===== config.mk =====
export PLATFORM = sky130hd
export DESIGN_NAME = carga_imagen
export DESIGN_NICKNAME = d
export VERILOG_FILES = /design/src/rtl/carga_imagen_pkg.sv /design/src/rtl/carga_imagen_contador.sv /design/src/rtl/carga_imagen.sv
export SDC_FILE = /design/constraint.sdc
export NUM_CORES = 1
export LEC_CHECK = 0
export CORE_ASPECT_RATIO = 0.9
export CORE_UTILIZATION = 55
export DETAILED_ROUTE_END_ITERATION = 10
export HOLD_SLACK_MARGIN = 0.05
export PLACE_DENSITY = 0.84
export SYNTH_ARGS = -nofsm -noshare
export SYNTH_HDL_FRONTEND = slang
export SYNTH_HIERARCHICAL = 1
export SYNTH_SLANG_ARGS = --single-unit

===== constraint.sdc =====
create_clock -name clk -period 3.3 [get_ports clk]
set_clock_uncertainty 0.2 [all_clocks]
set_input_delay 0.33 -clock clk [delete_from_list [all_inputs] [get_ports clk]]
set_output_delay 0.33 -clock clk [all_outputs]
set_load 0.03 [all_outputs]

===== src/rtl/carga_imagen_pkg.sv =====
// Shared video package: FSM encoding and X-Y address geometry of the image RAM.
// The display addressing logic uses the same row/col split.
package carga_imagen_pkg;

  localparam int ADDR_W = 17;
  localparam int ROW_W  = 8;
  localparam int COL_W  = 9;

  typedef enum logic [1:0] {
    IDLE = 2'd0,
    LOAD = 2'd1,
    DONE = 2'd2
  } estado_t;

endpackage


===== src/rtl/carga_imagen_contador.sv =====
// Raster row/column counter for the frame loader; last flags the final pixel position.
// Clear wins over inc; the counter wraps to 0,0 after the last pixel so it never leaves the image.
module contador_xy
  import carga_imagen_pkg::*;
#(
  parameter int IMG_W = 320,
  parameter int IMG_H = 240
) (
  input  logic             clk,
  input  logic             rst_n,
  input  logic             inc,
  input  logic             clear,
  output logic [ROW_W-1:0] row,
  output logic [COL_W-1:0] col,
  output logic             last
);

  localparam logic [COL_W-1:0] COL_MAX = COL_W'(IMG_W - 1);
  localparam logic [ROW_W-1:0] ROW_MAX = ROW_W'(IMG_H - 1);

  assign last = (row == ROW_MAX) && (col == COL_MAX);

  always_ff @(posedge clk or negedge rst_n) begin
    if (!rst_n) begin
      row <= '0;
      col <= '0;
    end else if (clear) begin
      row <= '0;
      col <= '0;
    end else if (inc) begin
      if (col == COL_MAX) begin
        col <= '0;
        row <= (row == ROW_MAX) ? '0 : row + 1'b1;
      end else begin
        col <= col + 1'b1;
      end
    end
  end

endmodule


===== src/rtl/carga_imagen.sv =====
// Frame-buffer writer: turns a raster pixel stream into {row,col}-addressed RAM writes.
// One-cycle write latency; pix_ready is high only while loading, so the source simply holds.
module carga_imagen
  import carga_imagen_pkg::*;
#(
  parameter int IMG_W  = 320,
  parameter int IMG_H  = 240,
  parameter int DATA_W = 8
) (
  input  logic              clk,
  input  logic              rst_n,
  input  logic              start,
  input  logic              pix_valid,
  input  logic [DATA_W-1:0] pix_data,
  output logic              pix_ready,
  output logic              wr_en,
  output logic [ADDR_W-1:0] wr_addr,
  output logic [DATA_W-1:0] wr_data,
  output logic              busy,
  output logic              done
);

  if (IMG_W < 1 || IMG_W > 512 || IMG_H < 1 || IMG_H > 256) begin : g_geom_chk
    $fatal(1, "carga_imagen: image geometry %0dx%0d exceeds the 512x256 address space", IMG_W, IMG_H);
  end

  estado_t          estado, estado_sig;
  logic             xfer, cnt_inc, cnt_clear, last;
  logic [ROW_W-1:0] row;
  logic [COL_W-1:0] col;

  assign xfer = pix_valid & pix_ready;

  contador_xy #(
    .IMG_W (IMG_W),
    .IMG_H (IMG_H)
  ) u_contador (
    .clk   (clk),
    .rst_n (rst_n),
    .inc   (cnt_inc),
    .clear (cnt_clear),
    .row   (row),
    .col   (col),
    .last  (last)
  );

  // A restart in LOAD swallows any coincident pixel: it is consumed but never written.
  always_comb begin
    estado_sig = estado;
    cnt_inc    = 1'b0;
    cnt_clear  = 1'b0;
    case (estado)
      IDLE: begin
        if (start) begin
          estado_sig = LOAD;
          cnt_clear  = 1'b1;
        end
      end
      LOAD: begin
        if (start) begin
          cnt_clear = 1'b1;
        end else if (xfer) begin
          cnt_inc = 1'b1;
          if (last) estado_sig = DONE;
        end
      end
      DONE:    estado_sig = IDLE;
      default: estado_sig = IDLE;
    endcase
  end

  always_ff @(posedge clk or negedge rst_n) begin
    if (!rst_n) begin
      estado    <= IDLE;
      pix_ready <= 1'b0;
      busy      <= 1'b0;
      done      <= 1'b0;
      wr_en     <= 1'b0;
      wr_addr   <= '0;
      wr_data   <= '0;
    end else begin
      estado    <= estado_sig;
      pix_ready <= (estado_sig == LOAD);
      busy      <= (estado_sig != IDLE);
      done      <= (estado_sig == DONE);
      wr_en     <= cnt_inc;
      if (cnt_inc) begin
        wr_addr <= {row, col};
        wr_data <= pix_data;
      end
    end
  end

endmodule

### Word-level counts from Yosys, hierarchy flattened

Cells that the tools add are included.

* mux-type cells: 17
* equality and inequality tests: 5
* reductions and logical operators: 7
* add/subtract/negate cells: 2
* bitwise logic cells: 1

Operators by type and width (count)
* 8-bit two-way mux: 4
* 9-bit two-way mux: 3
* 9-bit by 1-bit adder with 9-bit output, second input constant: 1
* 9-bit equality test, second input constant: 1
* 8-bit by 1-bit adder with 8-bit output, second input constant: 1
* 8-bit equality test, second input constant: 1
* 2-bit two-way mux: 4
* 2-bit nonzero test: 3
* 1-bit two-way mux: 5
* 2-bit by 1-bit equality test with 1-bit output, second input constant: 2
* 2-bit case mux with 2 select lines: 1
* 2-bit equality test, second input constant: 1
* 2-bit logical NOT: 1
* 2-bit AND reduction: 1
* 2-bit OR reduction: 1
* 1-bit AND: 1
* 1-bit logical AND: 1

* output and inout bits: 29
* word-level logic and storage cells: 41
* register bits after elaboration: 48
* input port bits: 12

### Depth between registers and ports, before layout

* depth after elaboration: 7
* depth in mapped cells: 10
* gate-level depth less buffers: 7

### Cells and area by module

The synthesis kept the hierarchy.

Modules (own cells, without submodules)
* carga_imagen: times used 1, cells each 71, sequential area each 775.7 um^2, area an instance 1217.4 um^2
* contador_xy: times used 1, cells each 100, sequential area each 425.4 um^2, area an instance 970.9 um^2

### Worst setup path before layout

Ideal clock, no wire load.

* path kind: register -> register
* from: register pix_ready
* to: register u_contador.row[4]
* stages on the path, launching flop included: 10
* buffers on the path: 3
* library setup time: 0.120 ns
* required time: 2.980 ns
* data arrival time: 1.861 ns
* setup slack: 1.119 ns
* period minus slack after synthesis: 2.181 ns
* cell sequence: dfrtp_1 -> nand4_4 -> buf_6 -> inv_1 -> buf_6 -> and2_4 -> and3_1 -> buf_6 -> and4_1 -> a31o_1

* cells in the longest elaborated chain, start to end: 6

RTL lines
* from (decl): line carga_imagen.sv:15 `output logic pix_ready,`
* from (signal assigned): line carga_imagen.sv:83 `pix_ready <= (estado_sig == LOAD);`
* 1-bit AND: line carga_imagen.sv:32 `assign xfer = pix_valid & pix_ready;`
* 1-bit two-way mux: line carga_imagen.sv:62 `end else if (xfer) begin`
* 1-bit two-way mux: line carga_imagen.sv:60 `if (start) begin`
* 1-bit two-way mux: line carga_imagen.sv:52 `case (estado)`
* via cnt_inc: line carga_imagen.sv:28 `logic xfer, cnt_inc, cnt_clear, last;`
* 2-bit nonzero test (no source line)
* 2-bit AND reduction (no source line)
* to (signal assigned): line carga_imagen_contador.sv:33 `row <= (row == ROW_MAX) ? '0 : row + 1'b1;`
* to (decl): line carga_imagen_contador.sv:13 `output logic [ROW_W-1:0] row,`

The timed path passes the listed nets, and every way through them passes these cells.
A chain may end at the register's enable or synchronous reset.

### Worst setup path after layout

* from: input start
* to: register u_contador.row[4]

* cells in the longest elaborated chain, start to end: 4
* elaborated cells on any way between the ends: 8
* classes of those cells: mux (5); reduce/logical (3)

RTL lines
* from (decl): line carga_imagen.sv:12 `input logic start,`
* 1-bit two-way mux: line carga_imagen.sv:60
* 1-bit two-way mux: line carga_imagen.sv:52
* via cnt_inc: line carga_imagen.sv:28
* 2-bit nonzero test (no source line)
* 2-bit AND reduction (no source line)

The timed path passes the listed nets, and every way through them passes these cells.

==> key figures <==
Run status
  – Status: complete, no violations

Synth
  – Synthesized area per cell: 12.8 sq um
  – Adder-cell share of the synthesized area: 1.14%
  – Mapped Nets: 185
  – Yosys reg bits: 48
  – Synth cell types: 40
  – Syn. warnings: 6
  – Cells after synthesis: 171
  – Mux share of post-synthesis cell area: 15.8%
  – Post-synthesis simple-gate area fraction: 16.6%
  – Largest family of logic cells by synthesized area: simple AND/OR/NAND/NOR gates
  – Post-synthesis cell area: 0.00219 sq mm
  – Post-Synth XOR/XNOR Area: 2.00%
  – Synth Area in Compound Gates: 6.58%
  – Seq/Total Area, Yosys: 54.9%

Finish
  – Area grow syn2layout: 24.9%
  – Nets@finish: 229
  – Diodes inserted: 0
  – Finished Cell Area: 0.00273 sq mm
  – Share of cells above drive strength 1: 19.9%
  – Fill count: 249

Pwr
  – LEAKAGE: 1.23 nW
  – Total power: 1.22 mW
  – VDD IR max: 0.294 mV
  – PwrDens: 445 mW/mm^2

Floorplan
  – I/O pin cnt: 41
  – DIE WIDTH: 68.5 um
  – Die area: 0.00424 sq mm
  – Height of the chip: 61.8 um
  – Row cnt: 21
  – Core area: 0.00376 sq mm
  – Initial core utilization: 58.2%

Placement
  – Number of port buffers: 40
  – Placed instance area: 0.00260 sq mm
  – Placer Congestion: 0.758
  – DPL Wire Length: 2.97 mm

Clocking
  – Worst skew pair latency: 0.31 ns
  – CTS tree: done
  – CTS buffer count: 5
  – Clk sinks: 48
  – Root Buffer: clkbuf_8
  – H-tree lvl count: 2
  – Clock buffer depth: 2
  – Clock-pin slew on the worst setup and hold paths: 0.09 ns
  – Setup bufs post-CTS: 0

Route
  – Vias per cell: 6.01
  – DRT antenna net count: 0
  – Residual DRC: 0
  – DR vias: 1,575
  – First-pass detailed-route iteration total: 4
  – First DRT Iteration DRCs: 123
  – Final WL: 4.38 mm
  – Per-cell routed wire length: 16.7 um

Run
  – Maxcap violations: 0

STA
  – Relative slew slack: 31.9%
  – Final Cycle Share: 70.2%
  – Slew @ Worst Pin: 1.02 ns
  – Final min period: 2.32 ns
  – Unrepaired setup endpoints after global routing: false
  – Setup TNS: 0 ns
  – Setup-failing EPs final: 0
  – Final-report hold violation count: 0
  – F_max: 0.432 GHz
  – Final Max Slew Viols: 0

Setup path
  – Crit. End Element: flip-flop
  – Slowest stage delay, CP: 0.48 ns
  – Critical path class: primary input to flip-flop
  – CP required: 3.30 ns
  – Crit-path cells: clkdlybuf4s50_1, nor2_2, nand4_4, inv_1, and2_4, and3_1, nand2_1, a31o_1
  – CP Buf/Inv Count: 2
  – CP arrival: 2.32 ns
  – CP startpoint kind: primary input
  – Worst-path fanout max: 10
  – CP max stage cell: clkdlybuf4s50_1
  – Delay-heaviest family, CP: simple AND/OR/NAND/NOR gates

Global routing
  – Vias in the first global route: 1,507
  – Total congestion overflow: 0
  – First-pass GRT wire length: 6.94 mm
  – Initial antenna violation count: 0
  – GRT Total Usage: 22.8%
  – Pin count of the biggest net entering global routing: 49

Hold path
  – Hold Path Class: flip-flop to flip-flop
-- synthesized netlist by cell type (all sizes together) --
cell type	number	area share (%)
xor2	2	0.80
nand3b	3	1.0
nor4b	1	0.40
and3	3	0.86
and2	1	0.40
and4	3	1.3
nand3	8	2.1
nand4	3	1.8
nand2b	2	0.57
dfrtp	48	55
a21o	3	1.0
nor4	1	0.29
or4	1	0.34
nor2	14	2.5
a32o	2	0.91
ha	2	1.1
nor3	5	1.1
nor2b	4	1.1
o31ai	1	0.34
o21ai	3	0.69
a311oi	1	0.40
mux2	25	16
o211ai	1	0.34
clkbuf	1	0.17
inv	3	0.51
buf	5	2.3
nor3b	2	0.91
a21oi	9	2.1
xnor2	3	1.2
and4b	1	0.46
a31o	2	0.80
nand2	8	1.4
-- registers in the layout, indices dropped and copies added (netlist names) --
register / count
wr_en: 1
done: 1
estado: 2
wr_data: 8
busy: 1
pix_ready: 1
wr_addr: 17
u_contador/row: 8
u_contador/col: 9
-- layout by cell type (no fill, tap or decap), types with 2 or more instances in the layout --
cell             count
dfrtp_1             48
clkdlybuf4s50_1     39
mux2_4              17
nor2_1              13
a21oi_1              9
mux2_2               8
nand2_1              8
nand3_1              7
clkbuf_8             6
nor3_1               5
nor2b_1              4
inv_1                3
and3_1               3
xnor2_1              3
nand3b_1             3
a21o_1               3
o21ai_0              3
buf_4                2
xor2_1               2
nand2b_1             2
and4_1               2
a32o_1               2
a31o_1               2
ha_1                 2
-- power by group --
group          total [mW]  switching (mW)  internal (mW)
clock               0.447           0.199          0.248
sequential          0.618          0.0112          0.606
combinational       0.151          0.0783         0.0730
-- through the flow --
step / cells / utilization, % / hold slack (ns) / setup WS, ns
floorplan: 171 / - / -0.166 / 1.12
CTS: 262 / 72.8 / 0.317 / 1.04
detailed placement: 253 / 69.3 / 0.297 / 0.731
global placement: 253 / 69.3 / 0.292 / 0.887
global route: 262 / 72.8 / 0.331 / 0.888
finish: 262 / 72.8 / 0.315 / 0.984
-- logic make-up (layout without fill, tap and decap cells) --
kind of cell    after synthesis  after routing
simple gates                 60             60
flops                        48             48
mux                          25             25
compound gates               22             22
buf+inv                       9             54
xor+xnor                      5              5
fa+ha+maj                     2              2
-- layer usage --
layer | wire, um | vias to the layer above | share of wire, % | global-route usage (%)
met5 | 0 | - | 0 | 0
met4 | 53 | 0 | 1.2 | 11.0
met3 | 276 | 9 | 6.3 | 5.11
met2 | 2150 | 75 | 49 | 37.4
met1 | 1900 | 789 | 43 | 28.9
li1 | - | 702 | - | -
-- worst paths after layout --
path | start | endpoint | slack (ns) | depth (start not counted)
min reg2reg | wr_addr[1] | wr_addr[1] | 0.31 | 1
max reg2reg | estado[1] | u_contador/row[4] | 1.10 | 7
max | start | u_contador/row[4] | 0.98 | 8
min in group asynchronous | rst_n | wr_data[3] | 0.54 | 2
max in group asynchronous | rst_n | u_contador/row[7] | 1.73 | 2
min | wr_addr[1] | wr_addr[1] | 0.31 | 1
-- area by class of cell --
type	instances	area, sq um	share of cell area (%)
multi-input combinational	114	922	33.7
sequential	48	1200	43.9
clock inverter	2	38.8	1.42
clock buffer	6	82.6	3.02
inverter	3	11.3	0.412
tap	46	57.6	2.11
timing repair buffer	43	420	15.4
-- what timing repair did --
item | in CTS | in global routing
resized for setup | 0 | 0
hold endpoints to repair | 39 | 0
hold buffers | 1 | 0
No activity file was read; power rests on OpenSTA's default activity.
